===== src/rtl/first_cpu_pkg.sv =====
// first_cpu_pkg: shared datapath types and helpers for the first_cpu core.
//   alu_op_e     : encoding of the add/subtract select line
//   MAX_STAGES   : upper bound on adder pipeline depth
//   stage_count(): number of pipeline stages for a given width/slice split
package first_cpu_pkg;

   typedef enum logic {
      OP_ADD = 1'b0,
      OP_SUB = 1'b1
   } alu_op_e;

   localparam int MAX_STAGES = 16;

   function automatic int stage_count(input int width, input int slice);
      return width / slice;
   endfunction

endpackage


===== src/rtl/adder_slice.sv =====
// adder_slice: combinational W-bit ripple-carry adder used as one pipeline
// stage of pipelined_add_sub.
//   a, b      in  W  operand slices (b already inverted for subtract)
//   cin       in  1  carry into bit 0
//   s         out W  sum slice
//   cout      out 1  carry out of bit W-1
//   c_msb_in  out 1  carry into bit W-1 (signed-overflow detection)
module adder_slice
   import first_cpu_pkg::*;
#(
   parameter int W = 4
) (
   input  logic [W-1:0] a,
   input  logic [W-1:0] b,
   input  logic         cin,
   output logic [W-1:0] s,
   output logic         cout,
   output logic         c_msb_in
);

   logic [W:0] c;

   always_comb begin
      c    = '0;
      s    = '0;
      c[0] = cin;
      for (int i = 0; i < W; i++) begin
         s[i]   = a[i] ^ b[i] ^ c[i];
         c[i+1] = (a[i] & b[i]) | (c[i] & (a[i] ^ b[i]));
      end
   end

   assign cout     = c[W];
   assign c_msb_in = c[W-1];

endmodule


===== src/rtl/pipelined_add_sub.sv =====
// pipelined_add_sub: WIDTH-bit adder/subtractor split into SLICE-bit ripple
// stages with one register boundary per stage and a valid/ready handshake.
//   clk, rst_n           clock, asynchronous active-low reset
//   in_valid / in_ready  operand handshake (in_ready = pipe advances)
//   a, b, cin, sub       operands, carry/borrow-in, 0 = add / 1 = subtract
//   out_valid/out_ready  result handshake
//   sum, cout, ovf, zero registered result and flags
//
// Stage k resolves bits [k*SLICE +: SLICE]. Its register holds the operand
// bits still to be processed (skew) and the sum bits already resolved
// (deskew), so the last stage register holds the complete aligned result.
module pipelined_add_sub
   import first_cpu_pkg::*;
#(
   parameter int WIDTH = 16,
   parameter int SLICE = 4
) (
   input  logic             clk,
   input  logic             rst_n,
   input  logic             in_valid,
   output logic             in_ready,
   input  logic [WIDTH-1:0] a,
   input  logic [WIDTH-1:0] b,
   input  logic             cin,
   input  logic             sub,
   output logic             out_valid,
   input  logic             out_ready,
   output logic [WIDTH-1:0] sum,
   output logic             cout,
   output logic             ovf,
   output logic             zero
);

   localparam int NSTG = stage_count(WIDTH, SLICE);

   if ((WIDTH % SLICE) != 0 || NSTG < 1 || NSTG > MAX_STAGES) begin : g_bad_param
      $error("pipelined_add_sub: WIDTH must be a multiple of SLICE giving 1..16 stages");
   end

   logic             adv;
   logic             is_sub;
   logic [WIDTH-1:0] b_eff;
   logic             cin_eff;
   logic             c_msb_top;
   logic             ovf_q;
   logic             zero_q;

   // Every stage register moves together; a full output that is not being
   // taken freezes the whole pipe.
   assign adv      = ~out_valid | out_ready;
   assign in_ready = adv;

   // Subtract is a + ~b + ~cin, so cin behaves as an active-high borrow-in.
   assign is_sub  = (alu_op_e'(sub) == OP_SUB);
   assign b_eff   = is_sub ? ~b : b;
   assign cin_eff = is_sub ? ~cin : cin;

   for (genvar k = 0; k < NSTG; k++) begin : g_stg
      logic [SLICE-1:0]       a_sl;
      logic [SLICE-1:0]       b_sl;
      logic [SLICE-1:0]       s_sl;
      logic                   ci;
      logic                   co;
      logic                   v_d;
      logic                   v_q;
      logic                   c_q;
      logic [(k+1)*SLICE-1:0] s_d;
      logic [(k+1)*SLICE-1:0] s_q;

      if (k == 0) begin : g_in
         assign a_sl = a[SLICE-1:0];
         assign b_sl = b_eff[SLICE-1:0];
         assign ci   = cin_eff;
         assign v_d  = in_valid;
         assign s_d  = s_sl;
      end else begin : g_in
         assign a_sl = g_stg[k-1].g_op.a_q[SLICE-1:0];
         assign b_sl = g_stg[k-1].g_op.b_q[SLICE-1:0];
         assign ci   = g_stg[k-1].c_q;
         assign v_d  = g_stg[k-1].v_q;
         assign s_d  = {s_sl, g_stg[k-1].s_q};
      end

      always_ff @(posedge clk or negedge rst_n) begin
         if (!rst_n) begin
            v_q <= 1'b0;
            c_q <= 1'b0;
            s_q <= '0;
         end else if (adv) begin
            v_q <= v_d;
            c_q <= co;
            s_q <= s_d;
         end
      end

      // Skew registers: operand bits for the stages still ahead, with the
      // next stage's slice at the bottom.
      if (k < NSTG - 1) begin : g_op
         localparam int RW = WIDTH - (k + 1) * SLICE;
         logic [RW-1:0] a_d;
         logic [RW-1:0] b_d;
         logic [RW-1:0] a_q;
         logic [RW-1:0] b_q;

         if (k == 0) begin : g_src
            assign a_d = a[WIDTH-1:SLICE];
            assign b_d = b_eff[WIDTH-1:SLICE];
         end else begin : g_src
            assign a_d = g_stg[k-1].g_op.a_q[WIDTH-k*SLICE-1:SLICE];
            assign b_d = g_stg[k-1].g_op.b_q[WIDTH-k*SLICE-1:SLICE];
         end

         always_ff @(posedge clk or negedge rst_n) begin
            if (!rst_n) begin
               a_q <= '0;
               b_q <= '0;
            end else if (adv) begin
               a_q <= a_d;
               b_q <= b_d;
            end
         end
      end

      if (k == NSTG - 1) begin : g_last
         adder_slice #(.W(SLICE)) u_slice (
            .a        (a_sl),
            .b        (b_sl),
            .cin      (ci),
            .s        (s_sl),
            .cout     (co),
            .c_msb_in (c_msb_top)
         );

         always_ff @(posedge clk or negedge rst_n) begin
            if (!rst_n) begin
               ovf_q  <= 1'b0;
               zero_q <= 1'b0;
            end else if (adv) begin
               ovf_q  <= c_msb_top ^ co;
               zero_q <= ~|s_d;
            end
         end
      end else begin : g_mid
         logic c_msb_unused;

         adder_slice #(.W(SLICE)) u_slice (
            .a        (a_sl),
            .b        (b_sl),
            .cin      (ci),
            .s        (s_sl),
            .cout     (co),
            .c_msb_in (c_msb_unused)
         );
      end
   end

   assign out_valid = g_stg[NSTG-1].v_q;
   assign sum       = g_stg[NSTG-1].s_q;
   assign cout      = g_stg[NSTG-1].c_q;
   assign ovf       = ovf_q;
   assign zero      = zero_q;

endmodule


===== config.mk =====
export PLATFORM = sky130hd
export DESIGN_NAME = pipelined_add_sub
export DESIGN_NICKNAME = d
export VERILOG_FILES = /design/src/rtl/first_cpu_pkg.sv /design/src/rtl/adder_slice.sv /design/src/rtl/pipelined_add_sub.sv
export SDC_FILE = /design/constraint.sdc
export NUM_CORES = 1
export LEC_CHECK = 0
export BUFFER_PORTS_ARGS = -buffer_cell sky130_fd_sc_hd__buf_2
export CORE_MARGIN = 3
export CORE_UTILIZATION = 40
export CTS_CLUSTER_SIZE = 30
export DETAILED_ROUTE_END_ITERATION = 8
export SYNTH_ARGS = -nofsm -noshare
export SYNTH_HDL_FRONTEND = slang
export SYNTH_SLANG_ARGS = --single-unit

===== constraint.sdc =====
create_clock -name clk -period 3.4 [get_ports clk]
set_input_delay 0.34 -clock clk [delete_from_list [all_inputs] [get_ports clk]]
set_output_delay 0.34 -clock clk [all_outputs]
set_load 0.03 [all_outputs]

# ---- Yosys cells after proc, flatten, opt, wreduce, memory -nomap -nowiden
# Index checks and enable logic that the tools add are counted.
dict set report op_classes {
  muxes 2
  n_bitwise 85
  n_reduce_logical 2
}
# op n
set op_table {}
lappend op_table {{1-bit XOR} 33}
lappend op_table {{1-bit bitwise AND} 32}
lappend op_table {{1-bit bitwise OR} 17}
lappend op_table {{16-bit two-way mux} 1}
lappend op_table {{16-bit inverter} 1}
lappend op_table {{16-bit OR reduction} 1}
lappend op_table {{1-bit inverter} 2}
lappend op_table {{1-bit zero test} 1}
lappend op_table {{1-bit two-way mux} 1}
dict set report totals {
  regBits 98
  inputBits 38
  output_inout_bits 21
  elab_cells 109
}

# ---- Logic depth before layout (Yosys ltp)
# Gate-level depths: netlist of run 1.
dict set report depth {
  depth_word 11
  ltp_mapped 12
  ltp_nobuf 10
}

# ---- Modules after synthesis
# From an unflattened synthesis of run 1, not the netlist that was laid out.
dict set report unflattened {
  hier_cells 296
  area_unflattened_um2 4473.0
}
# mod n_inst cells_per_inst area_per_inst_um2 seq_area_each_um2
set by_module_without_submodules {}
lappend by_module_without_submodules {pipelined_add_sub 1 248 4032.6 2452.4}
lappend by_module_without_submodules {adder_slice 4 12 110.1 0.0}

# ---- Worst setup path before layout of run 1
# No wires, ideal clock.
dict set report synth_timing {
  path_kind {input to register}
  from {in sub}
  to {reg g_stg[0].s_q[3]}
  setup_ps 116
  t_arrival_ps 2325
  t_required_ps 3284
  setup_slack_ps 959
  cell_stages 12
  cell_sequence {buf_4 -> buf_6 -> xnor2_1 -> fa_1 -> inv_1 -> fa_1 -> inv_1 -> fa_1 -> inv_1 -> fa_1 -> nand2_1 -> nand2_1}
}
dict set report synth_between {
  elab_chain_len 9
  elab_cells_between_ends 16
}
# element line_no
set synth_rtl {}
lappend synth_rtl {{from (decl)} pipelined_add_sub.sv:25} ;# input logic sub,
lappend synth_rtl {{16-bit two-way mux} pipelined_add_sub.sv:55} ;# assign b_eff = is_sub ? ~b : b;
lappend synth_rtl {{1-bit XOR} adder_slice.sv:29} ;# c[i+1] = (a[i] & b[i]) | (c[i] & (a[i] ^ b[i]));
lappend synth_rtl {{1-bit bitwise AND} adder_slice.sv:29}
lappend synth_rtl {{1-bit bitwise OR} adder_slice.sv:29}
lappend synth_rtl {{1-bit bitwise AND} adder_slice.sv:29}
lappend synth_rtl {{1-bit bitwise OR} adder_slice.sv:29}
lappend synth_rtl {{1-bit bitwise AND} adder_slice.sv:29}
lappend synth_rtl {{1-bit bitwise OR} adder_slice.sv:29}
lappend synth_rtl {{1-bit XOR *} adder_slice.sv:28} ;# s[i] = a[i] ^ b[i] ^ c[i];
lappend synth_rtl {{net g_stg[0].g_mid.u_slice.s[3]} adder_slice.sv:16} ;# output logic [W-1:0] s,
lappend synth_rtl {{to (signal assigned)} pipelined_add_sub.sv:88} ;# s_q <= '0;
lappend synth_rtl {{to (signal assigned)} pipelined_add_sub.sv:92} ;# s_q <= s_d;
lappend synth_rtl {{to (decl)} pipelined_add_sub.sv:68} ;# logic [(k+1)*SLICE-1:0] s_q;
# The timed path passes the listed nets; every way through them passes the cells marked *.
# A chain may end at the register's enable or synchronous reset.

# ---- Worst setup path in the final report of run 1
dict set report layout_timing {
  from {reg g_stg[2].c_q}
  to {reg zero_q, in the netlist zero}
}
dict set report layout_between {
  elab_chain_len 9
  elab_cells_between_ends 12
}
# element line_no
set layout_rtl {}
lappend layout_rtl {{from (decl)} pipelined_add_sub.sv:66} ;# logic c_q;
lappend layout_rtl {{from (signal assigned)} pipelined_add_sub.sv:91} ;# c_q <= co;
lappend layout_rtl {{1-bit bitwise AND} adder_slice.sv:29}
lappend layout_rtl {{1-bit bitwise OR} adder_slice.sv:29}
lappend layout_rtl {{1-bit bitwise AND} adder_slice.sv:29}
lappend layout_rtl {{1-bit bitwise OR} adder_slice.sv:29}
lappend layout_rtl {{1-bit bitwise AND} adder_slice.sv:29}
lappend layout_rtl {{1-bit bitwise OR} adder_slice.sv:29}
lappend layout_rtl {{1-bit XOR} adder_slice.sv:28}
lappend layout_rtl {{16-bit OR reduction *} pipelined_add_sub.sv:140} ;# zero_q <= ~|s_d;
lappend layout_rtl {{1-bit zero test *} pipelined_add_sub.sv:140}
lappend layout_rtl {{to (signal assigned)} pipelined_add_sub.sv:140}
lappend layout_rtl {{to (decl)} pipelined_add_sub.sv:46} ;# logic zero_q;
# Mark *: on every way between the ends. The rest lies on a longest branch, timed or not.

==> impl_metrics.json, run 1 <==
{
  "syn-cell-area_mm2": 0.00427,
  "min_period_over_period_pct": 74.1,
  "finClkSkew_ns": 0.00872,
  "reg2reg_setup_slack_ns": 0.88,
  "cts_buffer_depth": 2,
  "cts_tree": "yes",
  "rr_startpoint": "g_stg[2].c_q$_DFFE_PN0P_",
  "slew_violations": 0,
  "critical_path_arrival_ns": 2.79,
  "die_y_um": 109,
  "status": "finished, violations left",
  "diodes": 0,
  "place_ws_ns": 0.877,
  "rsz0062_at_grt": "no",
  "powerDensity_mw_per_mm2": 911,
  "vdd_drop_max_v": 0.000308,
  "clk_latency_ns": 0.35,
  "synth_most_common_cell": "nand2_1",
  "drc_errors": 0,
  "ys_seq_area_share_pct": 57.4,
  "ys.warnings.count": 0,
  "holdWs_ns": -0.00840,
  "vias_per_cell": 4.38,
  "grt_max_degree": 85,
  "drt_iter0_markers": 132,
  "avgSynthCellArea_um2": 9.59,
  "synth_cells": 445,
  "hold_buffers": 0,
  "row_count": 37,
  "cts_root_buf": "clkbuf_8",
  "synthToLayoutAreaGrowth_pct": 13.2,
  "routed_wl_um": 7600,
  "core-area_mm2": 0.0104,
  "cellLeakagePower_nw": 2.51,
  "synth-edff-count": 0,
  "layout.nets": 551,
  "worstPathCellList": "inv_1 > fa_1 > inv_1 > fa_1 > fa_1 > inv_1 > fa_1 > nor4b_1 > nand4_1 > o21ai_0",
  "dieArea_mm2": 0.0119,
  "period_needed_ns": 2.52,
  "netlist.area_leader.share_pct": 57.4,
  "min_path_type": "input port to async pin",
  "wire_per_inst_um": 12.0,
  "cts-resized-gates": 0,
  "synth.area.top_cells": "dfrtp_1 (57%), nand2_1 (18%), fa_1 (7.5%)",
  "numCtsBuffers": 9,
  "postCtsSetupBuffers": 0,
  "required_ns": 3.67,
  "vias": 2785,
  "fmax_ghz": 0.397,
  "cpPeakStageDelay_ns": 0.52,
  "tightest_slew_ns": 0.803,
  "cp-start-kind": "flip-flop",
  "drive_gt1_share_pct": 17.2,
  "grt-ovfl-total": 0,
  "ys.flop_type": "dfrtp_1",
  "cp_max_fo": 2,
  "grtUsageTotal_pct": 14.2,
  "r2r_cells": 10,
  "drtPass1Iterations": 4,
  "postSynth.asyncResetShare_pct": 100,
  "fp.dieW_um": 109,
  "path_delay_family": "adder cells",
  "violations": "negative hold slack",
  "io_pins": 59,
  "synth_cell_types": 21,
  "relSlewSlack_pct": 46.5,
  "synth.net_count": 499,
  "fin_tns_setup_ns": 0,
  "finalHoldViolCount": 35,
  "post-route-util_pct": 46.6,
  "rr_endpoint": "zero$_DFFE_PN0P_",
  "gp_congestion": 0.754,
  "clock_sinks": 98,
  "first_global_vias": 2804,
  "portBuffers": 58,
  "cap_violations": 0,
  "critPathMostFrequentCell": "fa_1",
  "clk_pin_slew_ns": 0.09,
  "ant_nets": 0,
  "cpMaxStageDelayCell": "fa_1",
  "synth_top_cell_by_area": "dfrtp_1",
  "htree_levels": 3,
  "dp_hpwl_um": 5250,
  "layout_setup_ws_ns": 0.880,
  "synthTopCellsByCount": "nand2_1 (209), dfrtp_1 (98), inv_1 (26)",
  "crit_type": "flip-flop to flip-flop",
  "cp-end-kind": "flip-flop",
  "grt_pass1_wl_um": 13300,
  "ys_ff_latch": 98,
  "antenna_found_initial": 0,
  "finalSetupViolCount": 0,
  "start_util_pct": 41.2,
  "cp_num_buf_inv": 3
}
==> state kept, by name, summed over array words and instances, names as in the netlist <==
name,count
g_stg.c_q,3
out_valid,1
cout,1
g_stg.g_op.b_q,24
g_stg.s_q,24
sum,16
ovf,1
g_stg.v_q,3
g_stg.g_op.a_q,24
zero,1
==> where the power goes <==
| part | switching [mW] | total [mW] | internal [mW] | leakage (nW) |
|---|---|---|---|---|
| sequential | 0.280 | 1.96 | 1.68 | 1.18 |
| combinational | 1.05 | 1.64 | 0.599 | 1.22 |
| clock | 0.371 | 0.797 | 0.426 | 0.105 |
| total | 1.70 | 4.40 | 2.71 | 2.51 |
==> area by class of cell <==
class | instances | area [µm²]
Tap cell | 136 | 170
Clock inverter | 3 | 65.1
Timing Repair Buffer | 64 | 338
Inverter | 27 | 103
Sequential cell | 98 | 2450
Fill cell | 1036 | 5540
Multi-Input combinational cell | 297 | 1570
Clock buffer | 11 | 141
==> per-stage QoR <==
stage,instance area [µm²],total power [mW],instances
finish,4830,4.40,636
global route,4830,4.82,636
CTS,4830,4.48,636
detailed placement,4630,3.68,622
global placement,4630,3.61,622
floorplan,4270,3.24,445
==> per-layer routing <==
metal | vias to the layer above | track usage, % | wire, µm
met3 | 11 | 2.70 | 305
met2 | 45 | 22.1 | 3360
met5 | - | 0 | 0
met1 | 1283 | 19.9 | 3810
met4 | 0 | 5.34 | 127
li1 | 1446 | - | -
==> worst reg2reg max path, stage by stage (launching register included) <==
cell,delay [ns]
dfrtp_1,0.36
inv_1,0.06
fa_1,0.40
inv_1,0.08
fa_1,0.18
fa_1,0.21
inv_1,0.06
fa_1,0.52
nor4b_1,0.29
nand4_1,0.12
o21ai_0,0.15
==> how the worst max path moves through the flow <==
stage | startpoint | slack [ns] | depth (start not counted) | end
finish | g_stg[2].c_q$_DFFE_PN0P_ | 0.88 | 10 | zero$_DFFE_PN0P_
global route | g_stg[2].c_q$_DFFE_PN0P_ | 0.68 | 10 | zero$_DFFE_PN0P_
CTS | g_stg[2].c_q$_DFFE_PN0P_ | 0.87 | 10 | zero$_DFFE_PN0P_
detailed placement | g_stg[2].c_q$_DFFE_PN0P_ | 0.88 | 10 | zero$_DFFE_PN0P_
global placement | g_stg[2].c_q$_DFFE_PN0P_ | 1.02 | 10 | zero$_DFFE_PN0P_
floorplan | sub | 0.96 | 12 | g_stg[0].s_q[3]$_DFFE_PN0P_
==> layout by cell type (no fill, tap or decap), drive strengths merged <==
cell / count
nand4: 1
nand2b: 1
nor4b: 2
clkinv: 2
inv: 26
nand2: 209
dfrtp: 98
nor4: 2
nor2b: 1
bufinv: 2
fa: 16
clkbuf: 11
a21oi: 12
buf: 64
o21ai: 23
nor2: 12
xor2: 5
xnor2: 13
==> cells by family (layout without fill, tap and decap cells) <==
group	Yosys count	count (layout)	share of synthesized area (%)
DFF	98	98	57.4
xor gates and xnor gates	18	18	3.69
adders and majority gates	16	16	7.50
buffers and inverters	50	105	6.01
and+or+nand+nor	228	228	20.6
AOI/OAI and AO/OA	35	35	4.72
No activity file was read; power rests on OpenSTA's default activity.
==> run 2, diff against run 1 <==
==> constraint.sdc (replaced) <==
create_clock -name clk -period 2.13 [get_ports clk]
set_input_delay 0.213 -clock clk [delete_from_list [all_inputs] [get_ports clk]]
set_output_delay 0.213 -clock clk [all_outputs]
set_load 0.03 [all_outputs]
==> run 2 against run 1 <==
The run ends with negative setup slack left. Power increased by 66%. Final cell count increased by 2.0%. Combinational power increased by 80%. Worst setup slack got worse by 1.1 ns. Sequential power increased by 61%. Wire length increased by 2.3%. First-iteration DRC count decreased by 18%. Sequential share of layout area decreased by 1.5 points. Register-to-register slack got worse by 1.1 ns. Clock-buffer cell count increased by 1. Non-clock buffer count increased by 11. Critical path type unchanged. Largest cell class unchanged. Largest power group unchanged.
==> impl_metrics.json, run 2 (same netlist as run 1, synthesis figures left out) <==
{
  "status": "finished, violations left",
  "violations": "negative setup slack",
  "grt_pass1_wl_um": 13500,
  "first_global_vias": 2878,
  "ant_nets": 0,
  "layout.nets": 562,
  "reg_top3": "g_stg.g_op.a_q x24, g_stg.g_op.b_q x24, g_stg.s_q x24",
  "drt_iter0_markers": 108,
  "rsz0062_at_grt": "yes",
  "rr_startpoint": "g_stg[2].c_q$_DFFE_PN0P_",
  "drive_gt1_share_pct": 22.4,
  "r2r_cells": 10,
  "min_period_over_period_pct": 108,
  "io_pins": 59,
  "start_util_pct": 41.2,
  "cp_max_fo": 2,
  "die_y_um": 109,
  "p_clk_share_pct": 16.4,
  "min_path_type": "input port to flip-flop",
  "routed_wl_um": 7780,
  "required_ns": 2.33,
  "mostFrequentLayoutCell": "nand2_1",
  "finalSetupViolCount": 2,
  "layout_setup_ws_ns": -0.174,
  "gp_congestion": 0.754,
  "vias": 2855,
  "finClkSkew_ns": 0.00777,
  "core-area_mm2": 0.0104,
  "fin_tns_setup_ns": -0.233,
  "antenna_found_initial": 0,
  "vdd_drop_max_v": 0.000556,
  "crit_type": "flip-flop to flip-flop",
  "hp-start": "in_valid",
  "clk_pin_slew_ns": 0.09,
  "p_switching_mw": 2.86,
  "slew_violations": 0,
  "combPwrFrac_pct": 40.4,
  "portBuffers": 58,
  "grt_max_degree": 85,
  "relSlewSlack_pct": 46.5,
  "clock_sinks": 98,
  "critical_path_arrival_ns": 2.51,
  "holdPathStages": 3,
  "cp-end-kind": "flip-flop",
  "numCtsBuffers": 9,
  "cts_tree": "yes",
  "dp_hpwl_um": 5430,
  "seq_power_share_pct": 43.2,
  "clk_latency_ns": 0.35,
  "row_count": 37,
  "seq_area_mm2": 0.00245,
  "swShare_pct": 39.1,
  "grtUsageTotal_pct": 14.4,
  "crit_start": "g_stg[2].c_q$_DFFE_PN0P_",
  "cp-start-kind": "flip-flop",
  "final_cell_area_mm2": 0.00498,
  "drc_errors": 0,
  "drtPass1Iterations": 4,
  "cts_buffer_depth": 2,
  "fp.dieW_um": 109,
  "diodes": 0,
  "period_needed_ns": 2.30,
  "wire_per_inst_um": 12.0,
  "holdWs_ns": 0.0499,
  "mostFrequentLayoutCells": "nand2_1 (209), dfrtp_1 (98), buf_2 (57), inv_1 (18), o21ai_0 (17)",
  "cts_root_buf": "clkbuf_8",
  "layout.filler_cells": 1062,
  "powerDensity_mw_per_mm2": 1470,
  "multi_input_area_mm2": 0.00161,
  "htree_levels": 3,
  "tightest_slew_ns": 0.803,
  "fmax_ghz": 0.434,
  "place_ws_ns": -0.259,
  "cap_violations": 0,
  "vias_per_cell": 4.40,
  "grt-ovfl-total": 0,
  "p_int_mw": 4.45,
  "synthToLayoutAreaGrowth_pct": 16.6,
  "dieArea_mm2": 0.0119,
  "finalHoldViolCount": 0,
  "post_dp_cell_area_mm2": 0.00471,
  "cellLeakagePower_nw": 2.56
}
## run 2: cell count changes in the layout (fill, tap and decap cells not counted), sizes merged
cell | before | now
buf | 64 | 74
bufinv | 2 | 1
clkbuf | 11 | 12
clkinv | 2 | 3
clkinvlp | 0 | 1
dlygate4sd3 | 0 | 1
## run 2: through the flow
step	utilization (%)	total power [mW]	cells
floorplan	-	5.22	445
global placement	45.4	5.93	627
detailed placement	45.4	6.04	627
CTS	47.7	7.30	647
global route	48.0	8.01	649
finish	48.0	7.31	649
## run 2: cell type report
class | count | share of cell area (%)
clock inverter | 4 | 1.03
sequential | 98 | 49.3
clock buffer | 12 | 2.92
timing repair buffer | 75 | 9.00
tap | 136 | 3.42
multi-input combinational | 297 | 32.3
inverter | 27 | 2.06
## run 2: layer usage
metal  vias to the layer above  global-route usage, %  share of wire [%]
met5                         -                      0                  0
met1                      1330                   20.6                 49
met4                         0                   5.34                1.6
met2                        46                   22.0                 45
li1                       1470                      -                  -
met3                         9                   2.82                4.3
## run 2: worst paths after layout
check | endpoint | slack [ns]
worst min-delay path | g_stg[0].v_q$_DFFE_PN0P_ | 0.05
worst min register to register | sum[10]$_DFFE_PN0P_ | 0.47
worst max register to register | zero$_DFFE_PN0P_ | -0.17
min in group asynchronous | sum[2]$_DFFE_PN0P_ | 0.32
worst max-delay path | zero$_DFFE_PN0P_ | -0.17
max in group asynchronous | g_stg[0].g_op.b_q[10]$_DFFE_PN0P_ | 1.09
## run 2: timing repair
| action | 4_1_cts | 5_1_grt |
|---|---|---|
| setup endpoints to repair | 4 | 6 |
| hold buffers | 1 | 0 |
| pin swaps | 3 | 4 |
| setup buffers | 3 | 2 |
| hold endpoints to repair | 26 | 0 |
| resized for setup | 6 | 7 |
| cloned | 0 | 0 |
## run 2: worst max-delay path, cell delays in order, from the launching register on
cell     delay [ns]
dfrtp_1        0.40
inv_2          0.07
fa_2           0.19
inv_2          0.04
fa_2           0.33
fa_2           0.36
inv_2          0.06
fa_1           0.43
nor4b_4        0.15
nand4_1        0.08
o21ai_1        0.06
## run 2: power groups by stage
stage	combinational [mW]	sequential, mW	clock, mW
after floorplan	1.77	3.44	0
after global placement	2.78	3.16	0
after detailed placement	2.84	3.20	0
after CTS	2.90	3.16	1.23
after global routing	3.42	3.27	1.32
final	2.95	3.16	1.20
